$ cat src/rtl/ctrl_xfer_seq.sv
`default_nettype none
//----------------------------------------------------------------------------
// ctrl_xfer_seq: CALL/RET/INT stack micro-op sequencer with one-cycle PC redirect
// Revision: 1.0
//----------------------------------------------------------------------------
module ctrl_xfer_seq #(
  parameter int                DATA_W    = 16,
  parameter int                PC_W      = 32,
  parameter logic [DATA_W-1:0] PUSH_BASE = 16'h6008,
  parameter logic [DATA_W-1:0] POP_BASE  = 16'h6010,
  parameter logic [DATA_W-1:0] PUSHF_OP  = 16'h6018,
  parameter logic [PC_W-1:0]   INT_VEC   = '0
) (
  input  logic              clk,
  input  logic              reset,
  input  logic              call,
  input  logic              ret,
  input  logic              intr,
  input  logic [DATA_W-1:0] target,
  input  logic [DATA_W-1:0] pop_data,
  input  logic              pop_valid,
  output logic [DATA_W-1:0] uop,
  output logic              stall,
  output logic              redirect,
  output logic [PC_W-1:0]   redirect_pc,
  output logic              busy
);

  localparam int                 c_pc_words = PC_W / DATA_W;
  localparam int                 c_cnt_w    = $clog2(c_pc_words + 2);
  localparam logic [c_cnt_w-1:0] c_words    = c_cnt_w'(c_pc_words);
  localparam logic [c_cnt_w-1:0] c_last     = c_cnt_w'(c_pc_words - 1);

  typedef enum logic [2:0] {
    ST_IDLE     = 3'd0,
    ST_PUSH     = 3'd1,
    ST_POP      = 3'd2,
    ST_COLLECT  = 3'd3,
    ST_REDIRECT = 3'd4
  } state_t;

  state_t              state_q, state_d;
  logic [c_cnt_w-1:0]  cnt_q, cnt_d;
  logic [c_cnt_w-1:0]  rcv_q, rcv_d;
  logic                int_q, int_d;
  logic [PC_W-1:0]     dest_q, dest_d;
  logic [PC_W-1:0]     buf_q, buf_d;
  logic [DATA_W-1:0]   uop_q, uop_d;
  logic                stall_q, stall_d;
  logic                redirect_q, redirect_d;
  logic [PC_W-1:0]     redirect_pc_q, redirect_pc_d;
  logic [c_cnt_w-1:0]  w_cnt_dec;

  always_ff @(posedge clk) begin
    if (!reset) begin
      state_q       <= ST_IDLE;
      cnt_q         <= '0;
      rcv_q         <= '0;
      int_q         <= 1'b0;
      dest_q        <= '0;
      buf_q         <= '0;
      uop_q         <= '0;
      stall_q       <= 1'b0;
      redirect_q    <= 1'b0;
      redirect_pc_q <= '0;
    end else begin
      state_q       <= state_d;
      cnt_q         <= cnt_d;
      rcv_q         <= rcv_d;
      int_q         <= int_d;
      dest_q        <= dest_d;
      buf_q         <= buf_d;
      uop_q         <= uop_d;
      stall_q       <= stall_d;
      redirect_q    <= redirect_d;
      redirect_pc_q <= redirect_pc_d;
    end
  end

  always_comb begin
    state_d       = state_q;
    cnt_d         = cnt_q;
    rcv_d         = rcv_q;
    int_d         = int_q;
    dest_d        = dest_q;
    buf_d         = buf_q;
    uop_d         = '0;
    stall_d       = 1'b1;
    redirect_d    = 1'b0;
    redirect_pc_d = redirect_pc_q;
    w_cnt_dec     = cnt_q - 1'b1;

    // Returned words arrive high-first, so shifting left reassembles the PC.
    if ((state_q == ST_POP || state_q == ST_COLLECT) && pop_valid) begin
      buf_d = (buf_q << DATA_W) | PC_W'(pop_data);
      if (rcv_q != c_words) rcv_d = rcv_q + 1'b1;
    end

    case (state_q)
      ST_IDLE: begin
        stall_d = 1'b0;
        if (intr || call) begin
          int_d   = intr;
          dest_d  = intr ? INT_VEC : PC_W'(target);
          cnt_d   = c_cnt_w'(1);
          uop_d   = PUSH_BASE;
          stall_d = 1'b1;
          state_d = ST_PUSH;
        end else if (ret) begin
          int_d   = 1'b0;
          cnt_d   = c_last;
          rcv_d   = '0;
          uop_d   = POP_BASE + DATA_W'(c_last);
          stall_d = 1'b1;
          state_d = ST_POP;
        end
      end
      // cnt_q is the index of the next word to push; c_words marks the flags slot.
      ST_PUSH: begin
        if (cnt_q < c_words) begin
          uop_d = PUSH_BASE + DATA_W'(cnt_q);
          cnt_d = cnt_q + 1'b1;
        end else if (int_q && cnt_q == c_words) begin
          uop_d = PUSHF_OP;
          cnt_d = cnt_q + 1'b1;
        end else begin
          redirect_d    = 1'b1;
          redirect_pc_d = dest_q;
          state_d       = ST_REDIRECT;
        end
      end
      // cnt_q is the index of the pop currently on uop.
      ST_POP: begin
        if (cnt_q != '0) begin
          uop_d = POP_BASE + DATA_W'(w_cnt_dec);
          cnt_d = w_cnt_dec;
        end else if (rcv_d == c_words) begin
          redirect_d    = 1'b1;
          redirect_pc_d = buf_d;
          state_d       = ST_REDIRECT;
        end else begin
          state_d = ST_COLLECT;
        end
      end
      ST_COLLECT: begin
        if (rcv_d == c_words) begin
          redirect_d    = 1'b1;
          redirect_pc_d = buf_d;
          state_d       = ST_REDIRECT;
        end
      end
      ST_REDIRECT: begin
        stall_d = 1'b0;
        cnt_d   = '0;
        state_d = ST_IDLE;
      end
      default: begin
        stall_d = 1'b0;
        state_d = ST_IDLE;
      end
    endcase
  end

  assign uop         = uop_q;
  assign stall       = stall_q;
  assign redirect    = redirect_q;
  assign redirect_pc = redirect_pc_q;
  assign busy        = (state_q != ST_IDLE);

endmodule
`default_nettype wire

$ cat config.mk
export PLATFORM = sky130hd
export DESIGN_NAME = ctrl_xfer_seq
export DESIGN_NICKNAME = d
export VERILOG_FILES = /design/src/rtl/ctrl_xfer_seq.sv
export SDC_FILE = /design/constraint.sdc
export NUM_CORES = 1
export LEC_CHECK = 0
export BUFFER_PORTS_ARGS = -buffer_cell sky130_fd_sc_hd__buf_2
export CAP_MARGIN = 20
export CORE_MARGIN = 3
export CORE_UTILIZATION = 52
export CTS_BUF_LIST = sky130_fd_sc_hd__clkbuf_4
export DETAILED_ROUTE_END_ITERATION = 12
export PLACE_DENSITY = 0.83
export SETUP_SLACK_MARGIN = 0.5
export SKIP_LAST_GASP = 1
export SYNTH_ARGS = -nofsm -noshare
export SYNTH_HDL_FRONTEND = slang
export SYNTH_SLANG_ARGS = --single-unit
$ cat constraint.sdc
create_clock -name clk -period 1.8 [get_ports clk]
set_input_delay 0.18 -clock clk [delete_from_list [all_inputs] [get_ports clk]]
set_output_delay 0.18 -clock clk [all_outputs]
set_load 0.005 [all_outputs]
* After elaboration in Yosys (flattened, before gate mapping)
Index checks and enable logic that the tools add are counted.
** Cells by class
- Add/subtract/negate cells :: 5
- Multipliers :: 0
- Div/mod/pow operators :: 0
- Order comparisons :: 1
- Equal/unequal tests :: 14
- Shifts and indexed selects :: 0
- Muxes and demuxes :: 42
- Bitwise logic cells :: 1
- Reduce and logical (&&, ||, !) cells :: 16
** Operators with widths (number)
- 2-to-1 mux 32 bit :: 5
- one-hot mux 32 bit (3 select lines) :: 1
- 2-to-1 mux 16 bit :: 3
- one-hot mux 16 bit (3 select lines) :: 1
- 2-to-1 mux 15 bit :: 3
- adder 15 x 2 -> 16 bit, first input constant :: 2
- OR 32 x 16 -> 32 bit :: 1
- 2-to-1 mux 3 bit :: 7
- 2-to-1 mux 2 bit :: 10
- one-hot mux 3 bit (4 select lines) :: 1
- 2-to-1 mux 1 bit :: 8
- inequality test 2 bit, second input constant :: 4
- one-hot mux 2 bit (4 select lines) :: 1
- AND reduction 4 bit :: 2
- equality test 3 x 2 -> 1 bit, second input constant :: 2
- inequality test 3 bit, second input constant :: 2
- nonzero test 3 bit :: 2
- AND reduction 5 bit :: 1
- adder 2 x 1 -> 2 bit, second input constant :: 2
- equality test 2 bit, second input constant :: 2
- inequality test 2 x 1 -> 1 bit, second input constant :: 2
- AND reduction 2 bit :: 2
- nonzero test 2 bit :: 2
- nonzero test 4 bit :: 1
- 10 further kinds :: 12
** Word-level totals
- Register bits :: 122
- Bits in latches :: 0
- Memory bits (writable) :: 0
- Bits in read-only memories :: 0
- Input bits :: 38
- Output and inout port bits :: 51
- Word-level logic and storage cells :: 89
- Memories kept :: 0

* Longest topological paths before layout
Gate-level depths: netlist of run 1.
- Depth after elaboration :: 8
- Gate-level depth with buffers :: 8
- Depth with buffers taken out :: 6

* Worst setup path before layout of run 1
No wires, ideal clock.
- Path type :: reg-to-reg
- Start :: register rcv_q[0]
- End :: register redirect_pc_q[0] (netlist: redirect_pc[0])
- Setup time :: 0.123 ns
- Data arrival time :: 1.704 ns
- Required time :: 1.677 ns
- Path slack :: -0.026 ns
- Stages on the path, launching flop included :: 9
- Path buffers :: 2
- Period minus slack after synthesis :: 1.826 ns
- Cell sequence :: dfxtp_1 inv_1 ha_1 and2b_1 mux2i_2 a2111o_1 buf_6 buf_12 mux2i_1
** Between the ends
- Cells in the longest elaborated chain, start to end :: 7
- Elaborated cells between the ends (all ways) :: 8
- Those cells by class :: add/sub (1); eq/ne (2); mux (5)
** RTL lines
- start, declared :: RTL line 44 : logic [c_cnt_w-1:0] rcv_q, rcv_d;
- start signal, assigned :: RTL line 69 : rcv_q <= rcv_d;
- adder 2 x 1 -> 2 bit / inequality test 2 bit (equally long branches) :: RTL line 96 : if (rcv_q != c_words) rcv_d = rcv_q + 1'b1;
- 2-to-1 mux 2 bit :: RTL line 96
- 2-to-1 mux 2 bit (*) :: RTL line 94 : if ((state_q == ST_POP || state_q == ST_COLLECT) && pop_valid) begin
- equality test 2 bit (*) :: RTL line 137, 146
- 2-to-1 mux 32 bit (*)
- 2-to-1 mux 32 bit
- one-hot mux 32 bit (3 select lines) (*)
- end signal, assigned :: RTL line 76 : redirect_pc_q <= redirect_pc_d;
- end, declared :: RTL line 51 : logic [PC_W-1:0] redirect_pc_q, redirect_pc_d;
Every way passes the cells marked *; elsewhere a longest branch is shown, timed or not. The select of a mux whose other input is x is not followed.
A chain may end at the register's enable or synchronous reset.

* Worst setup path after layout of run 1
- Start :: register rcv_q[1]
- End :: register redirect_pc_q[19] (netlist: redirect_pc[19])
Same word-level chain as after synthesis.

==> Flow_metrics.wiki, run 1 <==
{| class="wikitable"
! Metric !! Value
|-
| H-Tree Depth || 3
|-
| Worst clock skew || 9.929 ps
|-
| Share of the cycle needed by the critical path after routing || 103.5%
|-
| Clock Tree Root || sky130_fd_sc_hd__clkbuf_4
|-
| Die outline area || 0.01004 mm²
|-
| Leakage power figure || 0.002670 µW
|-
| Proportion of layout cells with a drive suffix above 1 || 34.76%
|-
| Primary FF master, synth || sky130_fd_sc_hd__dfxtp_1
|-
| PortBufs || 78
|-
| Unrepaired setup endpoints after global routing || yes
|-
| TritonCTS buffer count || 9
|-
| Number of buffers between clock root and the deepest sink || 2
|-
| Layout area overhead || 32.40%
|-
| Class of the tightest hold or removal check || in -> reg
|-
| Ant diodes || 0
|-
| Final non-filler cell total || 758
|-
| Worst relative slew slack || 64.25%
|-
| Most frequent cells in the layout || sky130_fd_sc_hd__nand2_1 (139), sky130_fd_sc_hd__dfxtp_1 (88), sky130_fd_sc_hd__buf_2 (78)
|-
| Result of the run || finished with violations
|-
| All-layer global routing usage || 24.00%
|-
| Maximum vdd ir drop || 1.018 mV
|-
| Crit path kind || reg -> reg
|-
| Post-DP HPWL || 7448 µm
|-
| PwrDens || 1141 mW/mm²
|-
| DIE HEIGHT || 100.2 µm
|-
| Final slew viol count || 0
|-
| Final cell utilization of the core || 72.53%
|-
| Routed via count divided by cell count || 5.577
|-
| Via count || 4227
|-
| Fin. Hold Viols || 0
|-
| Most common cell after layout, fill and taps aside || sky130_fd_sc_hd__nand2_1
|-
| Sequential share of the synthesized area || 41.21%
|-
| Cell taking the most area after synthesis || sky130_fd_sc_hd__dfxtp_1
|-
| Residual DRC count || 0
|-
| Routed WL || 12560 µm
|-
| Final setup violation count || 32
|-
| Number of iterations in the first detailed-routing pass || 4
|-
| # Max-Cap Violations || 0
|-
| Worst-skew pair later-pin latency || 460 ps
|-
| Filler cells || 606
|-
| Required time of the worst setup path || 2150 ps
|-
| Sum of overflow across all layers after global routing || 0
|-
| Number of global-route vias before repair || 3997
|-
| Largest cells by area after synthesis || sky130_fd_sc_hd__dfxtp_1 (41%), sky130_fd_sc_hd__nand2_1 (12%), sky130_fd_sc_hd__mux2i_1 (10%)
|-
| Final min period || 1863 ps
|-
| Count of antenna-violating nets left after detailed routing || 0
|-
| Initial core utilization || 54.78%
|-
| Count of different cell masters after synthesis || 48
|-
| Post-Syn Area per Cell || 8.874 µm²
|-
| Number of enable flip-flop cells after synthesis || 0
|-
| Number of antenna violations at the first check in global routing || 0
|-
| Instance count after placement with tap cells included || 676
|-
| Die Wd || 100.2 µm
|-
| Wire length of the first global-routing pass || 19350 µm
|-
| Largest fanout on the critical path || 32
|-
| Area after DPL || 0.005056 mm²
|-
| RePlAce Congestion || 0.8040
|-
| I/O Pins || 89
|-
| Violated checks || negative setup slack
|-
| Warning count from the yosys run || 0
|-
| Top achievable clock speed || 0.5367 GHz
|-
| Layout Nets || 691
|-
| Tightest Pin Transition || 532.1 ps
|-
| Post-synthesis instance area || 0.004614 mm²
|-
| Data arrival time at the worst-slack endpoint || 2220 ps
|-
| Share of flip-flops with an asynchronous set or reset || 0%
|-
| Cell area after layout || 0.006110 mm²
|-
| Area share of the largest cell type after synthesis || 41.21%
|-
| Clk pin slew, worst setup/hold paths || 140 ps
|-
| Cell count after synthesis || 520
|-
| TritonCTS clock tree || done
|-
| Detailed router's first-iteration violation count || 168
|-
| Area of the placeable core || 0.008423 mm²
|-
| Average wire length per cell after detail routing || 16.57 µm
|-
| Startpoint kind of the worst setup timing path || flop
|-
| Number of synthesized register bits || 95
|-
| Clock sink total || 95
|-
| Endpoint kind of the worst setup timing path || flop
|-
| Maximum number of pins on one net before global-route repair || 41
|-
| Worst Setup Slack, final || -63.09 ps
|-
| Number of rows created at floorplan || 33
|}
-- through the flow --
| stage | worst slack, ps | TNS (ps) | hold slack [ps] | power [µW] |
|---|---|---|---|---|
| floorplan | 49.63 | 0 | 314.8 | 4094 |
| global placement | 17.98 | 0 | 431.6 | 4282 |
| detailed placement | -49.22 | -1189 | 439.1 | 4342 |
| CTS | -40.93 | -538.6 | 0.3621 | 6485 |
| global route | -109.9 | -2489 | 21.89 | 7260 |
| finish | -63.09 | -1508 | 21.14 | 6971 |
-- flip-flops by register name, indices dropped and copies added (netlist names) --
| name | flops |
|---|---|
| dest_q | 16 |
| state_q | 3 |
| redirect | 1 |
| rcv_q | 2 |
| redirect_pc | 32 |
| int_q | 1 |
| stall | 1 |
| uop | 5 |
| buf_q | 32 |
| cnt_q | 2 |
-- synthesized netlist by cell type, types with 2 or more instances --
library cell	number
sky130_fd_sc_hd__buf_4	13
sky130_fd_sc_hd__nand4b_1	16
sky130_fd_sc_hd__nor3b_1	3
sky130_fd_sc_hd__a211oi_1	3
sky130_fd_sc_hd__o21ai_0	3
sky130_fd_sc_hd__and2_1	3
sky130_fd_sc_hd__nand2_1	152
sky130_fd_sc_hd__o21ai_1	5
sky130_fd_sc_hd__nand3_1	2
sky130_fd_sc_hd__a21boi_1	50
sky130_fd_sc_hd__clkbuf_1	29
sky130_fd_sc_hd__mux2_1	7
sky130_fd_sc_hd__a22oi_1	4
sky130_fd_sc_hd__mux2_2	10
sky130_fd_sc_hd__and2b_1	2
sky130_fd_sc_hd__nand2b_1	2
sky130_fd_sc_hd__buf_12	3
sky130_fd_sc_hd__a21boi_0	2
sky130_fd_sc_hd__mux2i_1	48
sky130_fd_sc_hd__dfxtp_1	95
sky130_fd_sc_hd__a21oi_1	9
sky130_fd_sc_hd__inv_1	5
sky130_fd_sc_hd__o211ai_1	16
sky130_fd_sc_hd__buf_2	5
sky130_fd_sc_hd__nor2_1	3
sky130_fd_sc_hd__ha_1	5
sky130_fd_sc_hd__nor2b_1	2
sky130_fd_sc_hd__dlygate4sd1_1	3
-- critical path: stages (launching register included) --
cell                       delay [ps]
sky130_fd_sc_hd__dfxtp_2          390
sky130_fd_sc_hd__inv_2             50
sky130_fd_sc_hd__ha_4             260
sky130_fd_sc_hd__and2b_2          160
sky130_fd_sc_hd__mux2i_2           80
sky130_fd_sc_hd__a2111o_2         450
sky130_fd_sc_hd__buf_12           200
sky130_fd_sc_hd__mux2i_1          150
-- layer usage --
layer	share of wire (%)	up-vias	wire length [µm]	global-route usage, %
li1	-	2027	-	-
met1	43	2036	5407	31.59
met2	49	136	6158	39.50
met3	4.7	28	596	3.197
met4	3.2	0	401	10.26
met5	0	-	0	0
-- power by group --
part | switching [µW] | internal, µW
combinational | 1570 | 1470
clock | 732 | 717
sequential | 177 | 2310
-- logic make-up (layout without fill, tap and decap cells) --
kind of cell,after synthesis,after routing,synth area share [%]
buffers and inverters,60,176,7.619
other,1,10,0.08127
AND/OR/NAND/NOR,192,197,19.14
adder cells (fa/ha/maj),5,5,1.356
AO/OA/AOI/OAI,101,104,15.73
multiplexers,66,66,14.86
flip-flops,95,95,41.21
-- cell type report --
class	count	area (µm²)	area share (%)
Tap cell	105	131.4	2.150
Sequential cell	95	1918	31.39
Clock inverter	6	108.9	1.782
Clock buffer	10	75.07	1.229
Multi-Input combinational cell	382	2735	44.77
Inverter	6	22.52	0.3686
Timing Repair Buffer	154	1119	18.31
-- what timing repair did --
action	4_1_cts	5_1_grt
endpoints found under the hold margin	27	0
pin swaps	21	29
hold buffers	27	0
resized for setup	45	38
gates cloned	9	0
endpoints found under the setup margin	94	94
buffers inserted	18	12
-- worst paths after layout --
check | start | to | slack [ps] | cells past startpoint
worst max-delay path | rcv_q[1] | redirect_pc[19] | -60 | 7
worst min-delay path | target[15] | dest_q[15] | 20 | 3
worst max register to register | rcv_q[1] | redirect_pc[19] | -60 | 7
worst min register to register | buf_q[17] | buf_q[17] | 460 | 2
Power figures use the tool's default switching activity.
==> run 2, diff against run 1 <==
- CORE_UTILIZATION: 52 -> 50
- CTS_BUF_LIST: sky130_fd_sc_hd__clkbuf_4 -> default
- PLACE_DENSITY: 0.83 -> 0.8
==> run 2 against run 1 <==
Effect of this change:
- the run still ends with negative setup slack left
- wire length rose by 0.29%
- worst setup slack lost 39 ps
- via count fell by 2.9%
- clock-buffer cell count did not move
- non-clock buffer count shrank 30
- combinational power decreased by 4%
- fmax is 2.0% lower
- die area up 3.8%
- hold slack better by 36 ps
- critical endpoint is now redirect_pc[25]
==> Flow_metrics.wiki, run 2 (synthesis gave the netlist of run 1 again) <==
{| class="wikitable"
! Metric !! Value
|-
| Final slew viol count || 0 (unchanged)
|-
| Detailed router's first-iteration violation count || 214 (+27%)
|-
| Reg-to-reg slack, setup || -100 ps (-40 ps)
|-
| H-Tree Depth || 3 (unchanged)
|-
| Final non-filler cell total || 728 (-4.0%)
|-
| Share of power burned in combinational logic || 42.0% (-1.5 points)
|-
| Worst hold margin || 57.14 ps (+36.00 ps)
|-
| Count of antenna-violating nets left after detailed routing || 0 (unchanged)
|-
| # Max-Cap Violations || 0 (unchanged)
|-
| Post-placement setup slack || -75.74 ps (-26.52 ps)
|-
| Worst-skew pair later-pin latency || 360 ps (-100 ps)
|-
| Most common cell after layout, fill and taps aside || sky130_fd_sc_hd__nand2_1
|-
| Share of the cycle needed by the critical path after routing || 105.7% (+2.2 points)
|-
| RePlAce Congestion || 0.8049 (+0.11%)
|-
| Initial core utilization || 52.15% (-2.6 points)
|-
| Most frequent cells in the layout || sky130_fd_sc_hd__nand2_1 (141), sky130_fd_sc_hd__dfxtp_1 (88), sky130_fd_sc_hd__buf_2 (78)
|-
| Worst relative slew slack || 64.02% (-0.23 points)
|-
| Clk pwr share || 22.0% (+1.2 points)
|-
| Number of global-route vias before repair || 3809 (-4.7%)
|-
| Pint || 4503 µW (+0.15%)
|-
| PwrDens || 1188 mW/mm² (+4.1%)
|-
| All-layer global routing usage || 23.14% (-0.87 points)
|-
| Layout Nets || 658 (-4.8%)
|-
| Die Wd || 102.1 µm (+1.9%)
|-
| Top achievable clock speed || 0.5257 GHz (-2.0%)
|-
| Ant diodes || 0 (unchanged)
|-
| Worst clock skew || 10.64 ps (+0.7069 ps)
|-
| Routed WL || 12600 µm (+0.29%)
|-
| I/O Pins || 89 (unchanged)
|-
| Area of the placeable core || 0.008848 mm² (+5.1%)
|-
| Endpoint kind of the worst setup timing path || flop
|-
| Number of buffers between clock root and the deepest sink || 2 (unchanged)
|-
| Required time of the worst setup path || 2080 ps (-70 ps)
|-
| Fin. Hold Viols || 0 (unchanged)
|-
| PortBufs || 78 (unchanged)
|-
| Die outline area || 0.01042 mm² (+3.8%)
|-
| Class of the tightest hold or removal check || in -> reg
|-
| Via count || 4106 (-2.9%)
|-
| Number of buffers inserted by hold repair at cts || 0 (-100%)
|-
| Instance count after placement with tap cells included || 678 (+0.30%)
|-
| Largest fanout on the critical path || 16 (-50%)
|-
| DIE HEIGHT || 102.1 µm (+1.9%)
|-
| Sum of overflow across all layers after global routing || 0 (unchanged)
|-
| Clock Tree Root || sky130_fd_sc_hd__clkbuf_8
|-
| Switching power summed over all nets || 2403 µW (-2.9%)
|-
| Total power || 6906 µW (-0.93%)
|-
| Average wire length per cell after detail routing || 17.31 µm (+4.4%)
|-
| Result of the run || finished with violations
|-
| Startpoint kind of the worst setup timing path || flop
|-
| Violated checks || negative setup slack
|-
| Unrepaired setup endpoints after global routing || yes
|-
| Share of power burned in registers || 36.0% (+0.3 points)
|-
| Wire length of the first global-routing pass || 19020 µm (-1.7%)
|-
| Maximum number of pins on one net before global-route repair || 40 (-2.4%)
|-
| Number of rows created at floorplan || 34 (+3.0%)
|-
| Switching share of power || 34.80% (-0.70 points)
|-
| Final min period || 1902 ps (+38.97 ps)
|-
| TritonCTS clock tree || done
|-
| Number of iterations in the first detailed-routing pass || 5 (+1)
|-
| Crit path kind || reg -> reg
|-
| Routed via count divided by cell count || 5.640 (+1.1%)
|-
| Number of antenna violations at the first check in global routing || 0 (unchanged)
|-
| Leakage power figure || 0.002549 µW (-4.5%)
|-
| Post-DP HPWL || 7411 µm (-0.49%)
|-
| Startpoint of the most critical register-to-register path || rcv_q[1]
|-
| Residual DRC count || 0 (unchanged)
|-
| Proportion of layout cells with a drive suffix above 1 || 33.06% (-1.7 points)
|-
| TritonCTS buffer count || 9 (unchanged)
|-
| End of the critical path || redirect_pc[25]
|-
| Launching element of the worst setup path || rcv_q[1]
|-
| Maximum vdd ir drop || 0.9848 mV (-3.2%)
|-
| Tightest Pin Transition || 535.6 ps (+3.489 ps)
|-
| Number of cell instances on the worst register-to-register path || 7 (unchanged)
|-
| Data arrival time at the worst-slack endpoint || 2180 ps (-40 ps)
|-
| Clock sink total || 95 (unchanged)
|-
| Clk pin slew, worst setup/hold paths || 100 ps (-40 ps)
|-
| Worst Setup Slack, final || -102.1 ps (-38.97 ps)
|-
| Capture instance of the worst register-to-register path || redirect_pc[25]
|-
| Layout area overhead || 25.98%
|-
| Final setup violation count || 32 (unchanged)
|}
## run 2: worst min-delay path by stage
stage,to,cells after the start,slack [ps],from
3_3_place_gp,buf_q[10],3,430,pop_data[10]
2_1_floorplan,buf_q[10],2,310,pop_data[10]
6_report,buf_q[12],3,60,pop_data[12]
4_1_cts,buf_q[12],3,50,pop_data[12]
3_5_place_dp,buf_q[11],3,440,pop_data[11]
5_1_grt,buf_q[12],3,60,pop_data[12]
## run 2: area by class of cell
type | instances | area (µm²)
clock buffer | 10 | 127.6
tap | 108 | 135.1
multi-input combinational | 379 | 2645
fill | 698 | 3035
inverter | 6 | 25.02
timing repair buffer | 124 | 879.6
sequential | 95 | 1916
clock inverter | 6 | 85.08
## run 2: worst max-delay path, stage by stage (launching register included)
cell and delay, ps:
sky130_fd_sc_hd__dfxtp_2 360, sky130_fd_sc_hd__inv_2 50, sky130_fd_sc_hd__ha_4 250, sky130_fd_sc_hd__and2b_2 150, sky130_fd_sc_hd__mux2i_2 80, sky130_fd_sc_hd__a2111o_2 530, sky130_fd_sc_hd__buf_12 210, sky130_fd_sc_hd__mux2i_1 180
## run 2: metal layers
| metal | track usage [%] | up-vias | share of wire [%] |
|---|---|---|---|
| met5 | 0 | - | 0 |
| met4 | 8.476 | 0 | 2.8 |
| met3 | 3.208 | 32 | 6.9 |
| met2 | 37.73 | 184 | 47 |
| met1 | 31.32 | 1943 | 43 |
| li1 | - | 1947 | - |
## run 2: repair_timing
action                                  4_1_cts  5_1_grt
buffers inserted                             18        8
pin swaps                                    21       11
gates cloned                                  5        3
resized for setup                            45       20
endpoints found under the setup margin       94       90
endpoints found under the hold margin         0        0
## run 2: power groups by stage
| stage | logic (µW) | registers (µW) | clock network, µW |
|---|---|---|---|
| 3_5_place_dp | 1860 | 2510 | 0 |
| 6_report | 2900 | 2480 | 1520 |
| 3_3_place_gp | 1800 | 2500 | 0 |
| 2_1_floorplan | 1640 | 2450 | 0 |
| 5_1_grt | 3100 | 2510 | 1620 |
| 4_1_cts | 2570 | 2470 | 1530 |
## run 2: per-stage QoR
| stage | TNS (ps) | instance area, µm² | utilization [%] |
|---|---|---|---|
| after floorplan | 0 | 4817 | - |
| after global placement | 0 | 5065 | 57.24 |
| after detailed placement | -1905 | 5065 | 57.24 |
| after CTS | -710.4 | 5647 | 63.82 |
| after global routing | -3764 | 5813 | 65.70 |
| final | -2115 | 5813 | 65.70 |
